===== src/rtl/uart_pkg.sv =====
// Shared UART definitions: state encodings common to uart_tx/uart_rx and
// the bit-time counter width helper.
package uart_pkg;

   // 3-bit encodings shared with uart_tx; WAIT_HIGH is used by the receiver only
   typedef enum logic [2:0] {
      IDLE      = 3'd0,
      START_BIT = 3'd1,
      DATA_BITS = 3'd2,
      STOP_BIT  = 3'd3,
      WAIT_HIGH = 3'd4
   } uart_state_e;

   // Width of the per-bit clock counter; one spare bit above the bit-time range
   function automatic int unsigned uart_cnt_width(input int unsigned clks_per_bit);
      return $clog2(clks_per_bit) + 1;
   endfunction

endpackage


===== src/rtl/uart_rx_if.sv =====
// Receive-side output bundle of the UART receiver.
// master: the receiver driving the bundle; slave: the consuming logic.
interface uart_rx_if;
   logic       o_RX_DV;
   logic [7:0] o_RX_Byte;
   logic       o_RX_Active;
   logic       o_RX_Frame_Err;

   modport master (
      output o_RX_DV,
      output o_RX_Byte,
      output o_RX_Active,
      output o_RX_Frame_Err
   );

   modport slave (
      input o_RX_DV,
      input o_RX_Byte,
      input o_RX_Active,
      input o_RX_Frame_Err
   );
endinterface


===== src/rtl/uart_rx_sync.sv =====
// Two-flop synchronizer for a single asynchronous input. Both flops reset
// to 1 so an idle-high line never shows a false falling edge after reset.
module uart_rx_sync (
   input  logic i_Clock,
   input  logic i_Rst_n,
   input  logic i_async,
   output logic o_sync
);

   logic meta_d, meta_q;
   logic sync_d, sync_q;

   // next values: shift the async input through the two stages
   always_comb begin
      meta_d = i_async;
      sync_d = meta_q;
   end

   // synchronizer flops, preset high on reset
   always_ff @(posedge i_Clock or negedge i_Rst_n) begin
      if (!i_Rst_n) begin
         meta_q <= 1'b1;
         sync_q <= 1'b1;
      end else begin
         meta_q <= meta_d;
         sync_q <= sync_d;
      end
   end

   assign o_sync = sync_q;

endmodule


===== src/rtl/uart_rx.sv =====
// UART receiver: 8N1, LSB first, mid-bit sampling of the synchronized line.
//
// state     | meaning
// ----------+-----------------------------------------------------------
// IDLE      | line idle, waiting for a falling edge on rx_s
// START_BIT | counting to half a bit to confirm the start bit
// DATA_BITS | sampling 8 data bits, one per bit time, at mid-bit
// STOP_BIT  | sampling the stop bit; good -> byte strobe, low -> error
// WAIT_HIGH | after a framing error, hold until the line returns high
module uart_rx
   import uart_pkg::*;
#(
   parameter int unsigned CLKS_PER_BIT = 217
) (
   input  logic      i_Clock,
   input  logic      i_Rst_n,
   input  logic      i_RX_Serial,
   uart_rx_if.master rx_if
);

   localparam int unsigned CW = uart_cnt_width(CLKS_PER_BIT);
   localparam int unsigned H  = (CLKS_PER_BIT - 1) / 2;
   localparam logic [CW-1:0] HALF_CNT = CW'(H);
   localparam logic [CW-1:0] LAST_CNT = CW'(CLKS_PER_BIT - 1);

   logic rx_s;

   uart_rx_sync u_sync (
      .i_Clock (i_Clock),
      .i_Rst_n (i_Rst_n),
      .i_async (i_RX_Serial),
      .o_sync  (rx_s)
   );

   uart_state_e   state_d, state_q;
   logic [CW-1:0] cnt_d, cnt_q;
   logic [2:0]    idx_d, idx_q;
   logic [7:0]    shift_d, shift_q;
   logic [7:0]    byte_d, byte_q;
   logic          dv_d, dv_q;
   logic          err_d, err_q;
   logic          active_d, active_q;

   // next-state and output logic; strobes default low so they last one cycle
   always_comb begin
      state_d  = state_q;
      cnt_d    = cnt_q;
      idx_d    = idx_q;
      shift_d  = shift_q;
      byte_d   = byte_q;
      dv_d     = 1'b0;
      err_d    = 1'b0;
      active_d = active_q;
      case (state_q)
         IDLE: begin
            cnt_d = '0;
            idx_d = '0;
            if (!rx_s) begin
               state_d  = START_BIT;
               active_d = 1'b1;
            end
         end
         START_BIT: begin
            if (cnt_q == HALF_CNT) begin
               cnt_d = '0;
               if (!rx_s) begin
                  state_d = DATA_BITS;
               end else begin
                  // line went back high before mid start bit: a glitch
                  state_d  = IDLE;
                  active_d = 1'b0;
               end
            end else begin
               cnt_d = cnt_q + CW'(1);
            end
         end
         DATA_BITS: begin
            if (cnt_q == LAST_CNT) begin
               cnt_d          = '0;
               shift_d[idx_q] = rx_s;
               if (idx_q == 3'd7) begin
                  idx_d   = '0;
                  state_d = STOP_BIT;
               end else begin
                  idx_d = idx_q + 3'd1;
               end
            end else begin
               cnt_d = cnt_q + CW'(1);
            end
         end
         STOP_BIT: begin
            if (cnt_q == LAST_CNT) begin
               cnt_d    = '0;
               active_d = 1'b0;
               if (rx_s) begin
                  byte_d  = shift_q;
                  dv_d    = 1'b1;
                  state_d = IDLE;
               end else begin
                  // a held-low line must not be re-read as further frames
                  err_d   = 1'b1;
                  state_d = WAIT_HIGH;
               end
            end else begin
               cnt_d = cnt_q + CW'(1);
            end
         end
         WAIT_HIGH: begin
            cnt_d = '0;
            if (rx_s) begin
               state_d = IDLE;
            end
         end
         default: begin
            state_d  = IDLE;
            cnt_d    = '0;
            idx_d    = '0;
            active_d = 1'b0;
         end
      endcase
   end

   // state and registered outputs
   always_ff @(posedge i_Clock or negedge i_Rst_n) begin
      if (!i_Rst_n) begin
         state_q  <= IDLE;
         cnt_q    <= '0;
         idx_q    <= '0;
         shift_q  <= '0;
         byte_q   <= '0;
         dv_q     <= 1'b0;
         err_q    <= 1'b0;
         active_q <= 1'b0;
      end else begin
         state_q  <= state_d;
         cnt_q    <= cnt_d;
         idx_q    <= idx_d;
         shift_q  <= shift_d;
         byte_q   <= byte_d;
         dv_q     <= dv_d;
         err_q    <= err_d;
         active_q <= active_d;
      end
   end

   assign rx_if.o_RX_DV        = dv_q;
   assign rx_if.o_RX_Byte      = byte_q;
   assign rx_if.o_RX_Active    = active_q;
   assign rx_if.o_RX_Frame_Err = err_q;

endmodule

===== src/flat_wrapper.sv =====
// flat-port wrapper written by rule: the top's interface ports become plain ports
module uart_rx_flat import uart_pkg::*;
#(
   parameter int unsigned CLKS_PER_BIT = 217
)
  (i_Clock, i_Rst_n, i_RX_Serial, rx_if_o_RX_DV, rx_if_o_RX_Byte, rx_if_o_RX_Active, rx_if_o_RX_Frame_Err);
  uart_rx_if rx_if_i ();
  input  logic i_Clock;
  input  logic i_Rst_n;
  input  logic i_RX_Serial;
  output wire logic [$bits(rx_if_i.o_RX_DV)-1:0] rx_if_o_RX_DV;
  output wire logic [$bits(rx_if_i.o_RX_Byte)-1:0] rx_if_o_RX_Byte;
  output wire logic [$bits(rx_if_i.o_RX_Active)-1:0] rx_if_o_RX_Active;
  output wire logic [$bits(rx_if_i.o_RX_Frame_Err)-1:0] rx_if_o_RX_Frame_Err;
  assign rx_if_o_RX_DV = rx_if_i.o_RX_DV;
  assign rx_if_o_RX_Byte = rx_if_i.o_RX_Byte;
  assign rx_if_o_RX_Active = rx_if_i.o_RX_Active;
  assign rx_if_o_RX_Frame_Err = rx_if_i.o_RX_Frame_Err;
  uart_rx #(.CLKS_PER_BIT(CLKS_PER_BIT)) u_core (.i_Clock(i_Clock), .i_Rst_n(i_Rst_n), .i_RX_Serial(i_RX_Serial), .rx_if(rx_if_i));
endmodule

===== config.mk =====
export PLATFORM = sky130hd
export DESIGN_NAME = uart_rx_flat
export DESIGN_NICKNAME = d
export VERILOG_FILES = /design/src/rtl/uart_pkg.sv /design/src/rtl/uart_rx_if.sv /design/src/rtl/uart_rx_sync.sv /design/src/rtl/uart_rx.sv /design/src/flat_wrapper.sv
export SDC_FILE = /design/constraint.sdc
export NUM_CORES = 1
export LEC_CHECK = 0
export ABC_CLOCK_PERIOD_IN_PS = 2000
export CAP_MARGIN = 0
export CORE_AREA = 2 2 62 64
export CTS_CLUSTER_DIAMETER = 150
export DETAILED_ROUTE_END_ITERATION = 12
export DIE_AREA = 0 0 64 66
export GPL_TIMING_DRIVEN = 0
export PLACE_DENSITY = 0.67
export SYNTH_ARGS = -nofsm -noshare
export SYNTH_HDL_FRONTEND = slang
export SYNTH_SLANG_ARGS = --single-unit

===== constraint.sdc =====
create_clock -name i_Clock -period 2 [get_ports i_Clock]
set_input_delay 0.6 -clock i_Clock [delete_from_list [all_inputs] [get_ports i_Clock]]
set_output_delay 0.6 -clock i_Clock [all_outputs]
set_load 0.02 [all_outputs]

Word-level counts from Yosys, hierarchy flattened
Cells that the tools add are included.
{"block": "op_classes", "addsub": 2, "order_cmp": 2, "eq_ne": 14, "muxes": 29, "bitwise": 2, "reduce_logical": 10}
{"op": "3-bit 2-to-1 mux", "count": 9}
{"op": "9-bit 2-to-1 mux", "count": 2}
{"op": "9-bit one-hot mux with 2 select lines", "count": 1}
{"op": "3-bit one-hot mux with 5 select lines", "count": 1}
{"op": "1-bit 2-to-1 mux", "count": 11}
{"op": "9-bit by 1-bit adder with 9-bit output, second input constant", "count": 1}
{"op": "9-bit by 7-bit equality test with 1-bit output, second input constant", "count": 1}
{"op": "9-bit by 8-bit equality test with 1-bit output, second input constant", "count": 1}
{"op": "8-bit bitwise mux", "count": 1}
{"op": "2-bit by 1-bit != test with 1-bit output, second input constant", "count": 4}
{"op": "3-bit by 2-bit equality test with 1-bit output, second input constant", "count": 2}
{"op": "3-bit equality test, second input constant", "count": 2}
{"op": "2-bit != test, second input constant", "count": 3}
{"op": "3-bit one-hot mux with 2 select lines", "count": 1}
{"op": "6-bit AND reduction", "count": 1}
{"op": "5-bit AND reduction", "count": 1}
{"op": "3-bit by 4-bit less-than comparator with 1-bit output, second input constant", "count": 1}
{"op": "1-bit one-hot mux with 4 select lines", "count": 1}
{"op": "2-bit AND reduction", "count": 2}
{"op": "2-bit OR reduction", "count": 2}
{"op": "3-bit by 1-bit adder with 3-bit output, second input constant", "count": 1}
{"op": "1-bit demux with 3-bit select", "count": 1}
{"op": "3-bit by 1-bit equality test with 1-bit output, second input constant", "count": 1}
{"op": "3-bit by 1-bit >= comparator with 1-bit output, second input constant", "count": 1}
{"op": "6 further kinds", "count": 7}
{"block": "word_totals", "ff_bits": 36, "in_bits": 3, "elab_cells": 69}

Longest topological paths before layout
Gate-level depths: netlist of run 1.
{"block": "logic_depth", "word_depth": 5, "ltp_mapped": 8}

Modules after synthesis
A second synthesis of run 1 with hierarchy kept.
{"block": "unflattened", "hier_cells": 150, "hier_area_um2": 1706.6}
{"mod": "uart_rx", "n_inst": 1, "cells_each": 148, "area_each_um2": 1654.1, "seq_area_each_um2": 850.8}
{"mod": "uart_rx_sync", "n_inst": 1, "cells_each": 2, "area_each_um2": 52.6, "seq_area_each_um2": 52.6}

Worst setup path after synthesis of run 1
No wires, ideal clock.
{"block": "synth_timing", "path_type": "register to register", "start": "register u_core.cnt_q[0]", "end": "register u_core.byte_q[0] (netlist: u_core.rx_if.o_RX_Byte[0])", "arrival_time_ps": 1868, "required_ps": 1875, "path_slack_ps": 7, "stages_incl_launch_ff": 8, "path_buffers": 1, "period_less_slack_ps": 1993, "path_cell_list": "dfrtp_1 > inv_1 > ha_1 > nand2b_1 > or3_1 > buf_6 > nor3_4 > mux2_2"}
{"block": "synth_via", "elab_chain_cells": 2}
{"element": "start: declaration", "line_no": "uart_rx.sv:36", "source": "logic [CW-1:0] cnt_d, cnt_q;"}
{"element": "start signal: assignment", "line_no": "uart_rx.sv:136", "source": "cnt_q <= cnt_d;"}
{"element": "9-bit by 8-bit equality test with 1-bit output", "line_no": "uart_rx.sv:92", "source": "if (cnt_q == LAST_CNT) begin"}
{"element": "3-bit AND reduction (no line)"}
{"element": "end signal: assignment", "line_no": "uart_rx.sv:139", "source": "byte_q <= byte_d;"}
{"element": "end: declaration", "line_no": "uart_rx.sv:39", "source": "logic [7:0] byte_d, byte_q;"}
No other way between the ends.
A chain may end at the register's enable or synchronous reset.

Worst setup path after layout of run 1
{"block": "layout_timing", "start": "register u_core.cnt_q[1]", "end": "register u_core.state_q[0]"}
{"block": "layout_via", "elab_chain_cells": 3, "elab_cells_between_ends": 6, "classes_between": "5 x eq/ne; 1 x reduce/logical"}
{"element": "9-bit by 8-bit equality test with 1-bit output or 9-bit by 7-bit equality test with 1-bit output (tied branches)", "line_no": "uart_rx.sv:78, uart_rx.sv:92, uart_rx.sv:64"}
{"element": "2-bit by 1-bit != test with 1-bit output (no line)"}
{"element": "6-bit AND reduction (no line) *"}
{"element": "end signal: assignment", "line_no": "uart_rx.sv:135", "source": "state_q <= state_d;"}
{"element": "end: declaration", "line_no": "uart_rx.sv:35", "source": "uart_state_e state_d, state_q;"}
Every way passes the cells marked *; elsewhere a longest branch is shown, timed or not.

==> metrics.md, run 1 <==
| Metric | Value |
|---|---|
| CTS root buffer | clkbuf_4 |
| Antenna violation net count after detailed routing | 0 |
| Tcrit/Tclk final | 0.987 |
| Largest net degree at the start of global routing | 37 |
| Worst Tran Pin Value | roughly 0.78 ns |
| Cts bufs inserted | 5 |
| Met3 Use GR | 0.0579 |
| Fin util | 0.621 |
| Core ar. | 0.00355 mm2 |
| Share of power burned in registers | 0.625 |
| Cell variety after synth | 32 |
| Syn_nets | between 150 and 200 |
| Clock Path Buffers | 2 |
| Synth Instances | ~150 |
| Die Wd | 64 um |
| Rel. slew slack | 0.482 |
| Reg2Reg Setup Slack | approximately 0.027 ns |
| Share of post-route cells with drive strength above 1 | 0.301 |
| Worst path arrival time | 2.22 ns |
| Full die area | ~0.0042 mm2 |
| Warnings from Yosys | 0 |
| Max_cap viols | 0 |
| Final setup violation count | 0 |
| Sequential element share of the synthesized area | 0.537 |
| Top Usage Layer GRT | met2 |
| Critical path capture point type | flop |
| Clk slew on worst S/H paths | approximately 0.11 ns |
| Sw power | ~0.26 mW |
| Crit path cell chain | inv_1, ha_4, nand2b_4, buf_4, or4_4, a32oi_4, mux2_4 |
| Gr ovfl total | 0 |
| Initial DRC Count | 64 |
| Worst min path class | in2async |
| First-pass GRT wire length | around 5800 um |
| Die H | 66 um |
| Status | finished, final reports clean |
| Vias per cell | 5.63 |
| Total GRT Usage | 0.186 |
| IO Count | 14 |
| Vias in the first global route | between 1000 and 1500 |
| FMAX | around 510 MHz |
| DP Wirelength | 2120 um |
| Cell Pwr Density | about 530 mW/mm2 |
| Int Pwr | approximately 0.91 mW |
| Critical path launch point type | flop |
| Clock sinks | 36 |
| Met2 usage | 0.307 |
| CP Max Fanout | 4 |
| Clock Power Share | 0.354 |
| Critical path class | reg2reg |
| CTS H-tree depth | 2 |
| Clk Latency, worst-skew pair | roughly 0.35 ns |
| Synthesis-to-finish area growth | 31.1% |
| Hold Violations, Final | 0 |
| DR WL/cell | between 15 and 20 um |
| Rows | 22 |
| Comb pwr share | 0.021 |
| Fin. max-slew vios | 0 |
| Worst Path Required | between 2 and 2.5 ns |
| Largest stage delay on the critical path | 0.43 ns |
| Initial core utilization | 0.474 |
| Leakage power | just under 1 nW |
| Initial antenna violation count | 0 |
| DRT Pass-1 Iters | 4 |
| Vias | around 1300 |
| DR DRC count | 0 |
| Sw frac | 0.224 |
| GP Congestion | ~0.78 |
| # port buffers | 13 |
| CTS tree | done |
| Met1 usage | 0.228 |
| Inst Count DP | about 210 |
| Final nets | roughly 190 |
| Final non-filler cell total | between 200 and 250 |
| Worst vdd ir | 0.317 mV |
| Cell Area, Synth | about 0.0017 mm2 |
| Minimum clock period | ~2 ns |
| Clock Skew | approximately 0.009 ns |
| Syn avg cell area | 11.1 um2 |
| Number of synthesized register bits | 36 |
| Diode count | 0 |
| CP max-delay cell | or4_4 |
| Hold Buf Count CTS | 0 |
| Post-Route WL | approximately 3900 um |
-- kinds of logic after synthesis --
| kind of cell | count (synthesis) | share of synthesized area |
|---|---|---|
| AOI/OAI and AO/OA | 13 | 0.0431 |
| adders and majority gates | 5 | 0.0357 |
| DFF | 36 | 0.537 |
| and+or+nand+nor | 58 | 0.184 |
| muxes | 20 | 0.132 |
| xor gates and xnor gates | 7 | 0.0364 |
| buffers and inverters | 12 | 0.0320 |
-- area by class of cell --
class                   count  area, um2
fillers                   269       1350
flip-flops and latches     36        905
multi-input cells         104        895
repair buffers             27        238
well taps                  48       60.1
clock buffers               8       58.8
plain buffers               5       27.5
inverters                   6       22.5
-- metrics by stage --
step	power, mW	TNS (ns)	setup WS, ns	cell area (um2)	hold WS [ns]
floorplan	0.753	0	0.00736	1680	0.304
global placement	0.773	-15.00	-0.400	1870	0.348
detailed placement	0.772	-2.01	-0.213	1870	0.348
CTS	1.18	0	0.00773	2000	0.346
global route	1.22	-0.185	-0.0332	2210	0.369
finish	1.17	0	0.0269	2210	0.317
-- worst max-delay path, delay by kind of cell (launching register included) --
| kind | cells | cell delay (ns) |
|---|---|---|
| compound gates | 1 | 0.24 |
| simple gates | 2 | 0.50 |
| buf+inv | 2 | 0.24 |
| flops | 1 | 0.40 |
| fa+ha+maj | 1 | 0.15 |
| mux | 1 | 0.33 |
-- cell usage in the layout, fill, tap and decap left out, types with 2 or more instances in the layout --
cell type	netlist	final
dfrtp_1	34	33
nor2_1	19	19
mux2_4	0	11
clkdlybuf4s50_1	0	11
buf_4	0	11
nand2_1	7	7
o21ai_0	7	7
inv_1	6	6
mux2_2	17	6
nand3_1	5	5
xnor2_1	5	5
nor3_1	5	5
clkbuf_1	4	5
clkbuf_4	0	5
nand4_1	4	4
nor2b_1	4	4
buf_6	1	3
mux2i_1	3	3
nor4_4	0	3
ha_1	4	3
or3_4	0	2
xor2_1	2	2
nor4_1	6	2
nor3_4	1	2
a21oi_1	2	2
buf_2	1	2
dfstp_2	2	2
-- flip-flops by register name, summed over array words and instances, names as in the netlist --
register                     flops
u_core.rx_if.o_RX_DV             1
u_core.shift_q                   8
u_core.u_sync.o_sync             1
u_core.idx_q                     3
u_core.rx_if.o_RX_Active         1
u_core.cnt_q                     9
u_core.rx_if.o_RX_Byte           8
u_core.state_q                   3
u_core.u_sync.meta_q             1
u_core.rx_if.o_RX_Frame_Err      1
-- repair_timing --
item / 4_1_cts / 5_1_grt
buffers inserted: 4 / 9
endpoints found under the setup margin: 13 / 28
pin swaps: 1 / 8
gates cloned: 0 / 2
resized for setup: 6 / 31
-- synth_stat cells, drive strengths merged --
master / count / share of area
dfrtp: 34 / 0.51
nor2: 19 / 0.042
mux2: 17 / 0.11
o21ai: 8 / 0.024
nand2: 7 / 0.016
nor3: 7 / 0.030
inv: 6 / 0.013
nor4: 6 / 0.022
nand3: 5 / 0.015
xnor2: 5 / 0.026
clkbuf: 4 / 0.0089
ha: 4 / 0.030
nand4: 4 / 0.015
nor2b: 4 / 0.015
mux2i: 3 / 0.018
a21oi: 2 / 0.0059
buf: 2 / 0.0097
dfstp: 2 / 0.031
nand2b: 2 / 0.0074
xor2: 2 / 0.010
a22oi: 1 / 0.0045
a31oi: 1 / 0.0037
a32oi: 1 / 0.0052
and3: 1 / 0.0037
maj3: 1 / 0.0059
nand4bb: 1 / 0.0097
or3: 1 / 0.0037
or4: 1 / 0.0045
-- per-layer routing --
metal	up-vias	share of wire	wire (um)
li1	596	-	-
met1	647	0.41	1600
met2	61	0.50	1950
met3	13	0.061	237
met4	0	0.025	99
met5	-	0	0
-- power by group through the flow --
stage	sequential [mW]	combinational [mW]	clock, mW
detailed placement	0.747	0.0251	0
finish	0.733	0.0247	0.415
floorplan	0.747	0.00643	0
CTS	0.733	0.0252	0.417
global route	0.734	0.0292	0.453
global placement	0.747	0.0256	0
-- path summary, 6_finish.rpt --
check	endpoint	cells past startpoint	from
max	u_core.state_q[0]	7	u_core.cnt_q[1]
min	u_core.cnt_q[6]	1	i_Rst_n
max reg2reg	u_core.state_q[0]	7	u_core.cnt_q[1]
min reg2reg	u_core.u_sync.o_sync	0	u_core.u_sync.meta_q
max in group asynchronous	u_core.cnt_q[2]	1	i_Rst_n
min in group i_Clock	u_core.u_sync.o_sync	0	u_core.u_sync.meta_q
Power figures use the tool's default switching activity.
==> inputs of run 2 (changes only) <==
--- a/config.mk
+++ b/config.mk
@@ -5,14 +5,15 @@
 export SDC_FILE = /design/constraint.sdc
 export NUM_CORES = 1
 export LEC_CHECK = 0
-export ABC_CLOCK_PERIOD_IN_PS = 2000
+export ABC_CLOCK_PERIOD_IN_PS = 2400
 export CAP_MARGIN = 0
 export CORE_AREA = 2 2 62 64
 export CTS_CLUSTER_DIAMETER = 150
 export DETAILED_ROUTE_END_ITERATION = 12
 export DIE_AREA = 0 0 64 66
+export GPL_ROUTABILITY_DRIVEN = 0
 export GPL_TIMING_DRIVEN = 0
-export PLACE_DENSITY = 0.67
+export PLACE_DENSITY = 0.64
 export SYNTH_ARGS = -nofsm -noshare
 export SYNTH_HDL_FRONTEND = slang
 export SYNTH_SLANG_ARGS = --single-unit
==> constraint.sdc (replaced) <==
create_clock -name i_Clock -period 2.4 [get_ports i_Clock]
set_input_delay 0.72 -clock i_Clock [delete_from_list [all_inputs] [get_ports i_Clock]]
set_output_delay 0.72 -clock i_Clock [all_outputs]
set_load 0.02 [all_outputs]
==> run 2 against run 1 <==
Clock-buffer cell count is 2 lower. Core utilization down 8.2 points. Sequential power fell by 17%. Hold slack improved by 0.047 ns.
==> metrics.md, run 2 (same netlist as run 1, synthesis figures left out) <==
| Metric | Value |
|---|---|
| Status | finished, final reports clean |
| Vias per cell | 5.46 (-3.0%) |
| Tcrit/Tclk final | 0.930 (-0.0562) |
| Minimum clock period | 2.23 ns (+0.260 ns) |
| Int Pwr | 0.721 mW (-21%) |
| Largest stage delay on the critical path | 0.44 ns (about the same) |
| Max FFs per register | 9 (unchanged) |
| Antenna violation net count after detailed routing | 0 (unchanged) |
| Share of post-route cells with drive strength above 1 | 0.181 (-0.120) |
| Clock sinks | 36 (unchanged) |
| CTS tree | done |
| WP buf/inv | 2 (unchanged) |
| Clk slew on worst S/H paths | 0.11 ns (about the same) |
| Cts bufs inserted | 5 (unchanged) |
| CTS H-tree depth | 2 (unchanged) |
| Vias | 1195 (-9.3%) |
| DRT Pass-1 Iters | 4 (unchanged) |
| Setup TNS | 0 ns (unchanged) |
| IO Count | 14 (unchanged) |
| Core ar. | 0.00355 mm2 (unchanged) |
| Worst vdd ir | 0.269 mV (-15%) |
| Vias in the first global route | 1230 (-3.0%) |
| Pre-CTS setup slack | 0.178 ns (+0.391 ns) |
| Fin. max-slew vios | 0 (unchanged) |
| CP max-delay cell | dfrtp_1 |
| Rows | 22 (unchanged) |
| Leakage power | 0.851 nW (-13%) |
| DR DRC count | 0 (unchanged) |
| First-pass GRT wire length | 5770 um (-1.1%) |
| FMAX | 448 MHz (-12%) |
| Worst Path Required | 2.63 ns (+0.39 ns) |
| Diode count | 0 (unchanged) |
| Rel. slew slack | 0.484 (+0.00272) |
| Die H | 66 um (unchanged) |
| Post-CTS sizing | 0 (-6) |
| Crit path cell chain | inv_1, ha_1, nand2b_1, or3_1, buf_6, nor3_4, mux2_2 |
| Final nets | 178 (-7.3%) |
| CP top delay family | simple AND/OR/NAND/NOR gates |
| Clock Path Buffers | 2 (unchanged) |
| # port buffers | 13 (unchanged) |
| Commonest non-fill, non-tap cells in the layout | dfrtp_1 (34), nor2_1 (19), mux2_2 (17), clkdlybuf4s50_1 (12) |
| Comb pwr share | 0.021 (about the same) |
| Largest net degree at the start of global routing | 37 (unchanged) |
| Critical path capture point type | flop |
| Worst min path class | reg2reg |
| Full die area | 0.00422 mm2 (unchanged) |
| Critical path launch point type | flop |
| Hold Violations, Final | 0 (unchanged) |
| Gr ovfl total | 0 (unchanged) |
| Critical path class | reg2reg |
| Initial antenna violation count | 0 (unchanged) |
| Share of power burned in registers | 0.654 (+0.029) |
| Worst path arrival time | 2.46 ns (+0.24 ns) |
| Post-Route WL | 3100 um (-20%) |
| PnR worst setup slack | 0.167 ns (+0.140 ns) |
| Cell Pwr Density | 488 mW/mm2 (-8.2%) |
| Total Power | 0.934 mW (-20%) |
| Sw power | 0.213 mW (-19%) |
| Die Wd | 64 um (unchanged) |
| Sw frac | 0.228 (+0.00350) |
| Total GRT Usage | 0.181 (-0.00548) |
| Max_cap viols | 0 (unchanged) |
| CP Max Fanout | 9 (+5) |
| Clock Skew | 0.00559 ns (-0.00341 ns) |
| Initial DRC Count | 75 (+17%) |
| RSZ-0062 raised after global routing | false |
| Clk Latency, worst-skew pair | 0.34 ns (about the same) |
| Clock Power Share | 0.325 (-0.029) |
| Largest Register | u_core.cnt_q |
| Worst Tran Pin Value | 0.773 ns (-0.00407 ns) |
| DP Wirelength | 2180 um (+2.6%) |
| Synthesis-to-finish area growth | 13.8% |
| Buffer count from post-CTS setup fixing | 0 (-4) |
| Initial core utilization | 0.474 (unchanged) |
| Final setup violation count | 0 (unchanged) |
| Hold Buf Count CTS | 0 (unchanged) |
| CTS root buffer | clkbuf_4 |
| Most common cell after layout, fill and taps aside | dfrtp_1 |
| DR WL/cell | 14.1 um (-15%) |
==> run 2: changes by cell type in the layout (fill, tap and decap cells not counted), moves of 3 or more <==
cell,delta
nor4_1,+4
buf_4,-11
nor4_4,-3
mux2_2,+11
mux2_4,-11
==> run 2: final timing paths <==
path	from	to	slack (ns)	depth (start not counted)
setup / recovery	u_core.cnt_q[0]	u_core.rx_if.o_RX_Byte[5]	0.17	7
hold / removal	u_core.u_sync.meta_q	u_core.u_sync.o_sync	0.36	0
setup reg to reg	u_core.cnt_q[0]	u_core.rx_if.o_RX_Byte[5]	0.17	7
hold reg to reg	u_core.u_sync.meta_q	u_core.u_sync.o_sync	0.36	0
max in group asynchronous	i_Rst_n	u_core.rx_if.o_RX_Byte[5]	1.46	1
min in group asynchronous	i_Rst_n	u_core.rx_if.o_RX_Active	0.45	1
==> run 2: stage by stage <==
step	hold WS, ns	cells	cell area (um2)	util
after floorplan	0.345	151	1680	-
after global placement	0.347	212	1870	0.527
after detailed placement	0.347	212	1870	0.526
after CTS	0.365	219	1910	0.539
after global routing	0.373	219	1910	0.539
final	0.364	219	1910	0.539
==> run 2: power groups by stage <==
stage / combinational, mW / clock [mW] / sequential, mW
after global routing: 0.0238 / 0.342 / 0.612
final: 0.0196 / 0.304 / 0.611
after CTS: 0.0208 / 0.313 / 0.611
after global placement: 0.0214 / 0 / 0.623
after floorplan: 0.00535 / 0 / 0.622
after detailed placement: 0.0208 / 0 / 0.623
==> run 2: area by class of cell <==
class | count | area [um2]
fill | 317 | 1640
sequential | 36 | 903
multi-input combinational | 103 | 726
timing repair buffer | 13 | 125
tap | 48 | 60.1
clock buffer | 6 | 41.3
buffer | 6 | 31.3
inverter | 6 | 22.5
clock inverter | 1 | 5.00
==> run 2: per-layer routing <==
layer  part of all wire  vias to the layer above  global-route usage
met2               0.47                       19               0.280
met3              0.030                        6              0.0511
met1               0.48                      599               0.236
li1                   -                      571                   -
met5                  0                        -                   0
met4              0.018                        0              0.0815
==> inputs of run 3 (changes only) <==
--- a/config.mk
+++ b/config.mk
@@ -13,7 +13,7 @@
 export DIE_AREA = 0 0 64 66
 export GPL_ROUTABILITY_DRIVEN = 0
 export GPL_TIMING_DRIVEN = 0
-export PLACE_DENSITY = 0.64
+export PLACE_DENSITY_LB_ADDON = 0.08
 export SYNTH_ARGS = -nofsm -noshare
 export SYNTH_HDL_FRONTEND = slang
 export SYNTH_SLANG_ARGS = --single-unit
==> run 3 against run 2 <==
Register-to-register slack gained 0.02 ns. Sequential cell count is the same. Clock skew grew 0.0057 ns. First-iteration DRC count shrank 15%. Hold slack is essentially flat. Routed wire length shrank 3.8%. Critical endpoint is now u_core.rx_if.o_RX_Byte[4]. Highest routed layer unchanged.
==> metrics.md, run 3 (same netlist as run 1, synthesis figures left out) <==
| Metric | Value |
|---|---|
| Status | finished, final reports clean |
| Clock sinks | 36 (unchanged) |
| Crit path cell chain | inv_1, ha_1, nand2b_1, or3_1, buf_6, nor3_4, mux2_2 |
| Final non-filler cell total | 220 (+0.46%) |
| Final setup violation count | 0 (unchanged) |
| Final nets | 178 (unchanged) |
| Total GRT Usage | 0.167 (-0.0141) |
| Diode count | 0 (unchanged) |
| Hold Violations, Final | 0 (unchanged) |
| Vias in the first global route | 1174 (-4.6%) |
| Tcrit/Tclk final | 0.923 (-0.00722) |
| Total Power | 0.961 mW (+2.9%) |
| Die H | 66 um (unchanged) |
| Share of post-route cells with drive strength above 1 | 0.180 (-0.00105) |
| Initial antenna violation count | 0 (unchanged) |
| Initial core utilization | 0.474 (unchanged) |
| Clock Path Buffers | 2 (unchanged) |
| Inst Count DP | 212 (unchanged) |
| DP Wirelength | 2040 um (-6.3%) |
| Buffer count from post-CTS setup fixing | 0 (unchanged) |
| Post-CTS sizing | 0 (unchanged) |
| Commonest non-fill, non-tap cells in the layout | dfrtp_1 (34), nor2_1 (19), mux2_2 (17), clkdlybuf4s50_1 (12) |
| Full die area | 0.00422 mm2 (unchanged) |
| DR DRC count | 0 (unchanged) |
| IO Count | 14 (unchanged) |
| Most common cell after layout, fill and taps aside | dfrtp_1 |
| Clock Skew | 0.0113 ns (+0.00567 ns) |
| Hold Buf Count CTS | 0 (unchanged) |
| Core ar. | 0.00355 mm2 (unchanged) |
| RSZ-0062 raised after global routing | false |
| Worst Path Required | 2.61 ns (-0.02 ns) |
| Post-Route WL | 2980 um (-3.8%) |
| Worst min path class | reg2reg |
| DRT Pass-1 Iters | 4 (unchanged) |
| Critical path class | reg2reg |
| Critical path capture point type | flop |
| CP max-delay cell | dfrtp_1 |
| Initial DRC Count | 64 (-15%) |
| CP Max Fanout | 9 (unchanged) |
| Worst vdd ir | 0.350 mV (+30%) |
| Vias per cell | 5.33 (-2.3%) |
| CTS tree | done |
| Fin. max-slew vios | 0 (unchanged) |
| Die Wd | 64 um (unchanged) |
| Rows | 22 (unchanged) |
| Largest net degree at the start of global routing | 37 (unchanged) |
| Clk Latency, worst-skew pair | 0.33 ns (about the same) |
| First-pass GRT wire length | 5310 um (-7.9%) |
| Leakage power | 0.855 nW (+0.52%) |
| Minimum clock period | 2.22 ns (-0.0173 ns) |
| Cts bufs inserted | 5 (unchanged) |
| # port buffers | 13 (unchanged) |
| Max FFs per register | 9 (unchanged) |
| Cell Pwr Density | 499 mW/mm2 (+2.2%) |
| Clk slew on worst S/H paths | 0.10 ns (about the same) |
| Synthesis-to-finish area growth | 14.5% |
| CTS root buffer | clkbuf_4 |
| Largest Register | u_core.cnt_q |
| Worst path arrival time | 2.43 ns (-0.03 ns) |
| Worst Tran Pin Value | 0.775 ns (+0.00152 ns) |
| Gr ovfl total | 0 (unchanged) |
| FMAX | 451 MHz (+0.78%) |
| Vias | 1173 (-1.8%) |
| Rel. slew slack | 0.483 (-0.00102) |
| Critical path launch point type | flop |
| Largest stage delay on the critical path | 0.44 ns (about the same) |
| DR WL/cell | 13.5 um (-4.3%) |
| Max_cap viols | 0 (unchanged) |
| CTS H-tree depth | 2 (unchanged) |
| Antenna violation net count after detailed routing | 0 (unchanged) |
==> run 3: stage by stage <==
stage | TNS (ns) | hold WS [ns] | instance area [um2] | util | setup WS [ns]
floorplan | 0 | 0.345 | 1680 | - | 0.407
global placement | -4.48 | 0.349 | 1870 | 0.527 | -0.133
detailed placement | 0 | 0.350 | 1870 | 0.526 | 0.171
CTS | 0 | 0.366 | 1930 | 0.543 | 0.148
global route | 0 | 0.371 | 1930 | 0.543 | 0.0329
finish | 0 | 0.363 | 1930 | 0.543 | 0.184
==> run 3: cell type report <==
type / instances / area, um2
plain buffers: 6 / 31.3
clock buffers: 8 / 58.8
fillers: 330 / 1620
inverters: 6 / 22.5
multi-input cells: 103 / 726
flip-flops and latches: 36 / 903
well taps: 48 / 60.1
repair buffers: 13 / 125
==> run 3: worst paths after layout <==
kind	startpoint	to	slack, ns	cells after the start
min reg2reg	u_core.u_sync.meta_q	u_core.u_sync.o_sync	0.36	0
max in group asynchronous	i_Rst_n	u_core.rx_if.o_RX_Byte[2]	1.45	1
max	u_core.cnt_q[0]	u_core.rx_if.o_RX_Byte[4]	0.18	7
min	u_core.u_sync.meta_q	u_core.u_sync.o_sync	0.36	0
min in group asynchronous	i_Rst_n	u_core.rx_if.o_RX_Active	0.45	1
max reg2reg	u_core.cnt_q[0]	u_core.rx_if.o_RX_Byte[4]	0.18	7
==> run 3: critical path, delay by kind of cell, from the launching register on <==
| family | cells | cell delay [ns] |
|---|---|---|
| muxes | 1 | 0.39 |
| buffers and inverters | 2 | 0.23 |
| adders and majority gates | 1 | 0.15 |
| DFF | 1 | 0.44 |
| and+or+nand+nor | 3 | 0.89 |
==> run 3: where the power goes <==
part / switching [mW] / leakage, nW / internal [mW]
Combinational: 0.0155 / 0.347 / 0.00420
Sequential: 0.00156 / 0.476 / 0.609
Clock: 0.186 / 0.0326 / 0.145
Total: 0.203 / 0.855 / 0.758
==> run 3: routing by layer <==
layer,up-vias,part of all wire,GRT usage,wire length (um)
met1,578,0.49,0.214,1450
met3,4,0.035,0.0460,104
met2,23,0.47,0.260,1390
li1,568,-,-,-
met4,0,0.013,0.0815,38
met5,-,0,0,0
